===== src/rtl/uart_pkg.sv =====
// ============================================================================
// Module   : uart_pkg
// Purpose  : Shared types and constants for the console UART receive path.
// Revision : 1.0 - initial release
// ============================================================================
`default_nettype none

package uart_pkg;

   localparam int UART_DATA_W          = 8;
   localparam int UART_CLK_PER_BIT_DFLT = 100;

   typedef enum logic [2:0] {
      ARM    = 3'd0,
      IDLE   = 3'd1,
      START  = 3'd2,
      DATA   = 3'd3,
      PARITY = 3'd4,
      STOP   = 3'd5
   } rx_state_t;

endpackage

`default_nettype wire


===== src/rtl/uart_byte_fifo.sv =====
// ============================================================================
// Module   : uart_byte_fifo
// Purpose  : First-word-fall-through synchronous FIFO; a full FIFO rejects a
//            push unless a pop happens in the same cycle.
// Revision : 1.0 - initial release
// ============================================================================
`default_nettype none

module uart_byte_fifo
   import uart_pkg::*;
#(
   parameter int DEPTH = 16,
   parameter int WIDTH = UART_DATA_W
) (
   input  logic                     clk,
   input  logic                     rst_n,
   input  logic                     push,
   input  logic [WIDTH-1:0]         push_data,
   input  logic                     pop,
   output logic [WIDTH-1:0]         pop_data,
   output logic                     full,
   output logic                     empty,
   output logic [$clog2(DEPTH):0]   count
);

   localparam int AW = $clog2(DEPTH);

   logic [WIDTH-1:0] r_mem [DEPTH];
   logic [AW:0]      r_wr_ptr;
   logic [AW:0]      r_rd_ptr;
   logic             w_do_push;
   logic             w_do_pop;

   // Pointers carry one extra wrap bit so full and empty are distinguishable.
   assign empty     = (r_wr_ptr == r_rd_ptr);
   assign full      = (r_wr_ptr[AW] != r_rd_ptr[AW]) &&
                      (r_wr_ptr[AW-1:0] == r_rd_ptr[AW-1:0]);
   assign count     = r_wr_ptr - r_rd_ptr;
   assign w_do_pop  = pop && !empty;
   assign w_do_push = push && (!full || w_do_pop);
   assign pop_data  = empty ? '0 : r_mem[r_rd_ptr[AW-1:0]];

   always_ff @(posedge clk) begin
      if (!rst_n) begin
         r_wr_ptr <= '0;
         r_rd_ptr <= '0;
      end else begin
         if (w_do_push) r_wr_ptr <= r_wr_ptr + (AW+1)'(1);
         if (w_do_pop)  r_rd_ptr <= r_rd_ptr + (AW+1)'(1);
      end
   end

   always_ff @(posedge clk) begin
      if (w_do_push) r_mem[r_wr_ptr[AW-1:0]] <= push_data;
   end

endmodule

`default_nettype wire


===== src/rtl/uart_rx_fifo.sv =====
// ============================================================================
// Module   : uart_rx_fifo
// Purpose  : 8N1 UART receiver with start/stop validation and a byte FIFO.
//            Define UART_RX_PARITY_EN to add one even-parity bit per frame.
// Revision : 1.0 - initial release
// ============================================================================
`default_nettype none

module uart_rx_fifo
   import uart_pkg::*;
#(
   parameter int CLK_PER_BIT = UART_CLK_PER_BIT_DFLT,
   parameter int FIFO_DEPTH  = 16
) (
   input  logic                          clk,
   input  logic                          rst_n,
   input  logic                          rx,
   output logic                          rx_valid,
   output logic [7:0]                    rx_data,
   input  logic                          rx_ready,
   output logic                          frame_err,
   output logic                          overrun,
   output logic                          parity_err,
   output logic [$clog2(FIFO_DEPTH):0]   fifo_count
);

   localparam int            CW        = $clog2(CLK_PER_BIT);
   localparam logic [CW-1:0] c_mid_cnt = CW'(CLK_PER_BIT/2 - 1);
   localparam logic [CW-1:0] c_bit_cnt = CW'(CLK_PER_BIT - 1);
   localparam logic [CW-1:0] c_arm_cnt = CW'(2);

   rx_state_t                  r_state;
   logic                       r_rx_meta;
   logic                       r_rxs;
   logic [CW-1:0]              r_cnt;
   logic [2:0]                 r_idx;
   logic [UART_DATA_W-1:0]     r_shift;
   logic                       r_frame_err;
   logic                       r_overrun;
   logic                       w_stop_mid;
   logic                       w_par_bad;
   logic                       w_push;
   logic                       w_full;
   logic                       w_empty;

   always_ff @(posedge clk) begin
      if (!rst_n) begin
         r_rx_meta <= 1'b1;
         r_rxs     <= 1'b1;
      end else begin
         r_rx_meta <= rx;
         r_rxs     <= r_rx_meta;
      end
   end

   assign w_stop_mid = (r_state == STOP) && (r_cnt == c_bit_cnt);

`ifdef UART_RX_PARITY_EN
   logic r_par_bit;
   logic r_parity_err;
   assign w_par_bad  = ((^r_shift) != r_par_bit);
   assign parity_err = r_parity_err;
`else
   assign w_par_bad  = 1'b0;
   assign parity_err = 1'b0;
`endif

   assign w_push = w_stop_mid && r_rxs && !w_par_bad;

   always_ff @(posedge clk) begin
      if (!rst_n) begin
         r_state     <= ARM;
         r_cnt       <= '0;
         r_idx       <= '0;
         r_shift     <= '0;
         r_frame_err <= 1'b0;
`ifdef UART_RX_PARITY_EN
         r_par_bit    <= 1'b0;
         r_parity_err <= 1'b0;
`endif
      end else begin
         r_frame_err <= 1'b0;
`ifdef UART_RX_PARITY_EN
         r_parity_err <= 1'b0;
`endif
         case (r_state)
            // Synchronizer resets high; dwell two cycles so a line held low
            // through reset is seen before arming.
            ARM: begin
               if (r_cnt != c_arm_cnt) begin
                  r_cnt <= r_cnt + CW'(1);
               end else if (r_rxs) begin
                  r_state <= IDLE;
                  r_cnt   <= '0;
                  r_idx   <= '0;
               end
            end
            IDLE: begin
               if (!r_rxs) begin
                  r_state <= START;
                  r_cnt   <= '0;
                  r_idx   <= '0;
               end
            end
            START: begin
               if (r_cnt == c_mid_cnt) begin
                  r_state <= r_rxs ? IDLE : DATA;
                  r_cnt   <= '0;
                  r_idx   <= '0;
               end else begin
                  r_cnt <= r_cnt + CW'(1);
               end
            end
            DATA: begin
               if (r_cnt == c_bit_cnt) begin
                  r_shift <= {r_rxs, r_shift[UART_DATA_W-1:1]};
                  r_cnt   <= '0;
                  if (r_idx == 3'd7) begin
`ifdef UART_RX_PARITY_EN
                     r_state <= PARITY;
`else
                     r_state <= STOP;
`endif
                     r_idx   <= '0;
                  end else begin
                     r_idx <= r_idx + 3'd1;
                  end
               end else begin
                  r_cnt <= r_cnt + CW'(1);
               end
            end
`ifdef UART_RX_PARITY_EN
            PARITY: begin
               if (r_cnt == c_bit_cnt) begin
                  r_par_bit <= r_rxs;
                  r_state   <= STOP;
                  r_cnt     <= '0;
                  r_idx     <= '0;
               end else begin
                  r_cnt <= r_cnt + CW'(1);
               end
            end
`endif
            // Leave right after the mid-bit sample so a new start edge half
            // a bit later is caught with no idle time.
            STOP: begin
               if (w_stop_mid) begin
                  r_frame_err <= !r_rxs;
`ifdef UART_RX_PARITY_EN
                  r_parity_err <= w_par_bad;
`endif
                  r_state <= IDLE;
                  r_cnt   <= '0;
                  r_idx   <= '0;
               end else begin
                  r_cnt <= r_cnt + CW'(1);
               end
            end
            default: begin
               r_state <= ARM;
               r_cnt   <= '0;
               r_idx   <= '0;
            end
         endcase
      end
   end

   // A full FIFO is never empty, so rx_ready alone decides whether a pop frees a slot.
   always_ff @(posedge clk) begin
      if (!rst_n) r_overrun <= 1'b0;
      else        r_overrun <= w_push && w_full && !rx_ready;
   end

   uart_byte_fifo #(
      .DEPTH (FIFO_DEPTH),
      .WIDTH (UART_DATA_W)
   ) u_fifo (
      .clk       (clk),
      .rst_n     (rst_n),
      .push      (w_push),
      .push_data (r_shift),
      .pop       (rx_ready),
      .pop_data  (rx_data),
      .full      (w_full),
      .empty     (w_empty),
      .count     (fifo_count)
   );

   assign rx_valid  = !w_empty;
   assign frame_err = r_frame_err;
   assign overrun   = r_overrun;

endmodule

`default_nettype wire


===== config.mk =====
export PLATFORM = sky130hd
export DESIGN_NAME = uart_rx_fifo
export DESIGN_NICKNAME = d
export VERILOG_FILES = /design/src/rtl/uart_pkg.sv /design/src/rtl/uart_byte_fifo.sv /design/src/rtl/uart_rx_fifo.sv
export SDC_FILE = /design/constraint.sdc
export NUM_CORES = 1
export LEC_CHECK = 0
export BUFFER_PORTS_ARGS = -buffer_cell sky130_fd_sc_hd__buf_4
export CAP_MARGIN = 40
export CORE_MARGIN = 2
export CORE_UTILIZATION = 50
export CTS_CLUSTER_SIZE = 24
export DETAILED_ROUTE_END_ITERATION = 8
export MAX_ROUTING_LAYER = met4
export PLACE_DENSITY_LB_ADDON = 0.12
export SYNTH_ARGS = -nofsm -noshare
export SYNTH_HDL_FRONTEND = slang
export SYNTH_HIERARCHICAL = 1
export SYNTH_SLANG_ARGS = --single-unit

===== constraint.sdc =====
create_clock -name clk -period 2.4 [get_ports clk]
set_input_delay 0.48 -clock clk [delete_from_list [all_inputs] [get_ports clk]]
set_output_delay 0.48 -clock clk [all_outputs]
set_load 0.01 [all_outputs]

Word level (Yosys, flattened, before mapping)
Memories as Yosys holds them, arrays and structs flattened. A register that Yosys moved wholly into a read port is not among the register bits.
Cells that the tools add are included.
{"block": "classes", "mux": 29, "n_eq_ne": 19, "n_reduce_logical": 18, "addsub": 5}
{"operator": "$mux 3", "count": 14}
{"operator": "$mux 7", "count": 6}
{"operator": "$pmux 7 s5", "count": 1}
{"operator": "$pmux 3 s5", "count": 2}
{"operator": "$ne 2x2->1 const B", "count": 7}
{"operator": "$add 5x1->5 const B", "count": 2}
{"operator": "$mux 4", "count": 2}
{"operator": "$mux 8", "count": 1}
{"operator": "$add 7x1->7 const B", "count": 1}
{"operator": "$eq 7x6->1 const B", "count": 1}
{"operator": "$eq 7x7->1 const B", "count": 1}
{"operator": "$logic_and 1x1->1", "count": 7}
{"operator": "$ne 7x2->1 const B", "count": 1}
{"operator": "$reduce_and 7->1", "count": 1}
{"operator": "$eq 3x2->1 const B", "count": 2}
{"operator": "$eq 3x3->1 const B", "count": 2}
{"operator": "$reduce_and 6->1", "count": 1}
{"operator": "$eq 5x5->1", "count": 1}
{"operator": "$sub 5x5->5", "count": 1}
{"operator": "$eq 4x4->1", "count": 1}
{"operator": "$logic_not 1->1", "count": 4}
{"operator": "$reduce_and 2->1", "count": 2}
{"operator": "$add 3x1->3 const B", "count": 1}
{"operator": "$eq 3x1->1 const B", "count": 1}
{"operator": "7 further kinds", "count": 8}
{"block": "word_totals", "mem_count": 1, "out_inout_bits": 17, "reg_bits": 35, "ram_bits": 128}
{"name": "u_fifo.r_mem", "depth": 16, "word_bits": 8, "read_ports": 1, "rd_ports_with_merged_regs": 1, "write_ports": 1, "line": "uart_byte_fifo.sv:28", "rtl": "logic [WIDTH-1:0] r_mem [DEPTH];"}

Longest topological paths before layout
{"block": "depth", "ltp_word": 7, "depth_mapped": 8}

Cells and area by module
Netlist, hierarchy kept.
{"mod": "uart_byte_fifo", "area_per_inst_um2": 5803.1, "cells_each": 306, "n_inst": 1}
{"mod": "uart_rx_fifo", "area_per_inst_um2": 1327.5, "cells_each": 143, "n_inst": 1}

Worst setup path before layout
No wires, ideal clock.
{"block": "synth_timing", "path_kind": "register to register", "startpoint": "register r_cnt[0]", "endpoint": "memory u_fifo/r_mem[0][0] (netlist name) (enable)", "arrival_ps": 2214, "synth_period_minus_slack_ps": 2598, "required_time_ps": 2017, "path_buffers": 0, "stages_incl_launch_ff": 9, "path_slack_ps": -198, "cell_sequence": "dfxtp_1 > ha_1 > and3_2 > and2_4 > nand3_1 > nor2_1 > o31a_1 > nand2_1 > nor3_1"}
{"block": "synth_between", "elab_chain_cells": 6}
{"item": "start: declaration", "line": "uart_rx_fifo.sv:35", "rtl": "logic [CW-1:0] r_cnt;"}
{"item": "start signal: assignment", "line": "uart_rx_fifo.sv:91", "rtl": "r_cnt <= r_cnt + CW'(1);"}
{"item": "start signal: assignment", "line": "uart_rx_fifo.sv:111", "rtl": "r_cnt <= r_cnt + CW'(1);"}
{"item": "start signal: assignment", "line": "uart_rx_fifo.sv:129", "rtl": "r_cnt <= r_cnt + CW'(1);"}
{"item": "$eq 7x7->1", "line": "uart_rx_fifo.sv:56", "rtl": "assign w_stop_mid = (r_state == STOP) && (r_cnt == c_bit_cnt);"}
{"item": "$logic_and 1x1->1", "line": "uart_rx_fifo.sv:56"}
{"item": "$logic_and 1x1->1", "line": "uart_rx_fifo.sv:68", "rtl": "assign w_push = w_stop_mid && r_rxs && !w_par_bad;"}
{"item": "net w_push", "line": "uart_rx_fifo.sv:42", "rtl": "logic w_push;"}
{"item": "$logic_and 1x1->1", "line": "uart_byte_fifo.sv:40", "rtl": "assign w_do_push = push && (!full || w_do_pop);"}
{"item": "$mux 1", "line": "uart_byte_fifo.sv:54", "rtl": "if (w_do_push) r_mem[r_wr_ptr[AW-1:0]] <= push_data;"}
{"item": "$mux 1 (not written as such)", "line": "uart_byte_fifo.sv:54"}
{"item": "end: declaration", "line": "uart_byte_fifo.sv:28"}
The timed path passes the listed nets, and every way through them passes these cells.

==> results.sh <==
export IMPL_nets=535
export IMPL_synthesis_area_sq_mm=0.00713
export IMPL_route_detailed_drc=0
export IMPL_finalClockSkew_ns=0.00863
export IMPL_crit_type="reg2out"
export IMPL_port_buffers=19
export IMPL_path_clk_slew_ns=0.06
export IMPL_fill_cells=1033
export IMPL_synth_yosys_seq_area_share_pct=64.9
export IMPL_hold_class="in2reg"
export IMPL_synth_compound_area_share_pct=5.67
export IMPL_grt_pass1_wl_microns=22500
export IMPL_via_count=3999
export IMPL_ant_nets=0
export IMPL_syn_inst=449
export IMPL_timing_rr_start="r_cnt[1]"
export IMPL_synth_simple_area_share_pct=8.35
export IMPL_cts_root_buf="clkbuf_16"
export IMPL_synth_top_family_by_area="multiplexers"
export IMPL_startpoint_type="register"
export IMPL_synth_area_leaders="edfxtp_1 54%, dfxtp_1 11%, mux4_2 10%, mux2i_1 2.9%, ha_1 2.5%"
export IMPL_period_needed_ns=2.63
export IMPL_setup_ws_ns=-0.229
export IMPL_cp_common_cell="buf_4"
export IMPL_cts_hold_buf=0
export IMPL_drt_pass1_iter_count=5
export IMPL_max_slew_margin_pct=35.7
export IMPL_muxShareOfSynthArea_pct=13.1
export IMPL_routed_wl_microns=14800
export IMPL_insertion_delay_ns=0.42
export IMPL_status="finished with violations"
export IMPL_synth_top_area_share_pct=53.9
export IMPL_setup_viol=9
export IMPL_worst_pin_slew_ns=0.963
export IMPL_grt_ovfl_total=0
export IMPL_die_area_sq_mm=0.0152
export IMPL_crit_chain="buf_16 -> buf_4 -> buf_6 -> mux4_2 -> a211oi_2 -> a211oi_1 -> buf_4"
export IMPL_clock_sinks=167
export IMPL_ys_warnings_count=6
export IMPL_fmax_mhz=380
export IMPL_postSynthAreaPerCell_sq_um=15.9
export IMPL_stdcell_count=710
export IMPL_whs_ns=0.244
export IMPL_dieHeight_microns=123
export IMPL_required_ns=1.92
export IMPL_syn2layout_area_growth_pct=22.1
export IMPL_rsz0062_at_grt="yes"
export IMPL_crit_arrival_ns=2.15
export IMPL_track_usage_pct=21.4
export IMPL_path_delay_family="multiplexers"
export IMPL_dp_cells=658
export IMPL_critPathBufInv=4
export IMPL_tritoncts="yes"
export IMPL_hold_viol_final=0
export IMPL_num_rows=43
export IMPL_post_synth_fa_ha_maj_area_fraction_pct=2.74
export IMPL_irDropWorstVdd_mv=0.473
export IMPL_mostFrequentLayoutCell="edfxtp_1"
export IMPL_synth_edf_count=128
export IMPL_clockBufferDepth=2
export IMPL_slew_violations=0
export IMPL_maxCapViolations=0
export IMPL_worstPathMaxFanout=7
export IMPL_initial_core_util_pct=51.4
export IMPL_multi_input_area_sq_mm=0.00253
export IMPL_slowest_stage="mux4_2"
export IMPL_leakage_uw=0.00307
export IMPL_register_area_sq_mm=0.00465
export IMPL_max_stage_delay_ns=0.49
export IMPL_synth_area_leader_cell="edfxtp_1"
export IMPL_htreeDepth=4
export IMPL_final_cell_mix="128 x edfxtp_1, 62 x buf_4, 32 x mux4_2, 29 x dfxtp_1, 27 x nor2_1"
export IMPL_viasPerCell=5.63
export IMPL_drt_initial_drc_count=300
export IMPL_violations="negative setup slack"
export IMPL_holdCritStartpoint="rx"
export IMPL_fin_crit_sh_pct=110
export IMPL_place_gp_congestion=0.768
export IMPL_power_density_mw_per_mm2=712
export IMPL_postSynth_asyncResetShare_pct=0
export IMPL_tns_ns=-1.49
export IMPL_dpl_hpwl_microns=9000
export IMPL_io_pins=21
export IMPL_end_kind="output port"
export IMPL_grt_start_max_net_pins=30
export IMPL_synth_seq_cells=167
export IMPL_coreArea_sq_mm=0.0139
export IMPL_antenna_found_initial=1
export IMPL_syn_nets=468
export IMPL_dominantRegCellSynth="edfxtp_1"
export IMPL_drive_above_1_share_pct=38.2
export IMPL_yosysUniqueCellTypes=61
export IMPL_grt_pass1_vias=3988
export IMPL_cts_buffers=17
export IMPL_die_x_microns=123
export IMPL_synth_xor_area_share_pct=1.95
export IMPL_routedWlPerCell_microns=20.8
export IMPL_place_ws_ns=-0.0601
==> what timing repair did <==
item,CTS,global route
gates cloned,1,2
pin swaps,17,10
endpoints found under the setup margin,10,114
endpoints found under the hold margin,0,0
resized for setup,43,34
setup buffers,7,9
==> cells by family after synthesis <==
logic type | Yosys count
other cells | 1
simple gates | 107
compound gates | 52
mux | 53
buf+inv | 39
flops | 167
xor+xnor | 15
fa+ha+maj | 15
==> worst reg2reg max path, cell delays in order, from the launching register on <==
cell and delay [ns]:
dfxtp_2 0.35, ha_1 0.18, and3_2 0.20, and2_4 0.15
nand3_1 0.11, nor2_2 0.13, o31a_1 0.30, nand2_2 0.15
nor2_1 0.11, buf_4 0.20
==> registers in the layout, indices dropped and copies added (netlist names), named ones only <==
signal           cells
r_shift              8
r_idx                3
frame_err            1
r_state              3
u_fifo/r_rd_ptr      5
u_fifo/r_wr_ptr      5
u_fifo/r_mem       128
r_cnt                7
r_rx_meta            1
r_rxs                1
overrun              1
==> where the power goes <==
part / total (uW) / switching [uW] / internal (uW)
clock network: 2800 / 1060 / 1740
registers: 3110 / 22.1 / 3090
logic: 280 / 155 / 124
total: 6200 / 1240 / 4960
==> through the flow <==
stage	util [%]	cell area, sq um	power (uW)
after floorplan	-	7140	3400
after global placement	54.8	7610	3450
after detailed placement	54.8	7610	3450
after CTS	61.0	8470	6250
after global routing	62.7	8700	6400
final	62.7	8700	6200
==> synth_stat cells (all sizes together), types with 2 or more instances <==
cell / n
a21oi: 4
or3: 3
o31ai: 2
dfxtp: 39
nand3: 6
nor2b: 10
mux2i: 21
ha: 14
inv: 14
o31a: 2
a21boi: 2
xnor2: 12
and2: 9
nor3: 7
edfxtp: 128
buf: 15
and3: 11
nor4: 4
nand2b: 5
a31oi: 3
o311ai: 2
mux4: 32
a21o: 2
clkbuf: 10
xor2: 3
nor2: 29
a211oi: 17
nand2: 14
o21ai: 10
or2: 2
==> worst paths after layout <==
check | endpoint | slack (ns) | cells after the start
hold / removal | r_rx_meta | 0.24 | 2
setup / recovery | rx_data[6] | -0.23 | 7
setup reg to reg | u_fifo/r_mem[9][1] | 0.21 | 9
hold reg to reg | r_rxs | 0.42 | 1
==> area by class of cell <==
cell class | count | area share [%]
diodes | 1 | 0.0288
clock inverters | 12 | 2.03
repair buffers | 73 | 7.32
inverters | 14 | 0.604
clock buffers | 20 | 5.02
flip-flops and latches | 167 | 53.4
multi-input cells | 243 | 29.0
well taps | 180 | 2.59
==> metal layers <==
layer  up-vias  track usage [%]  share of wire, %
met2        78             32.2                48
met4         0             6.25              0.69
met1      2042             29.3                46
met3        17             5.21               4.5
met5         -                -                 0
li1       1862                -                 -
Note: power is estimated with default switching activity, not from simulation.
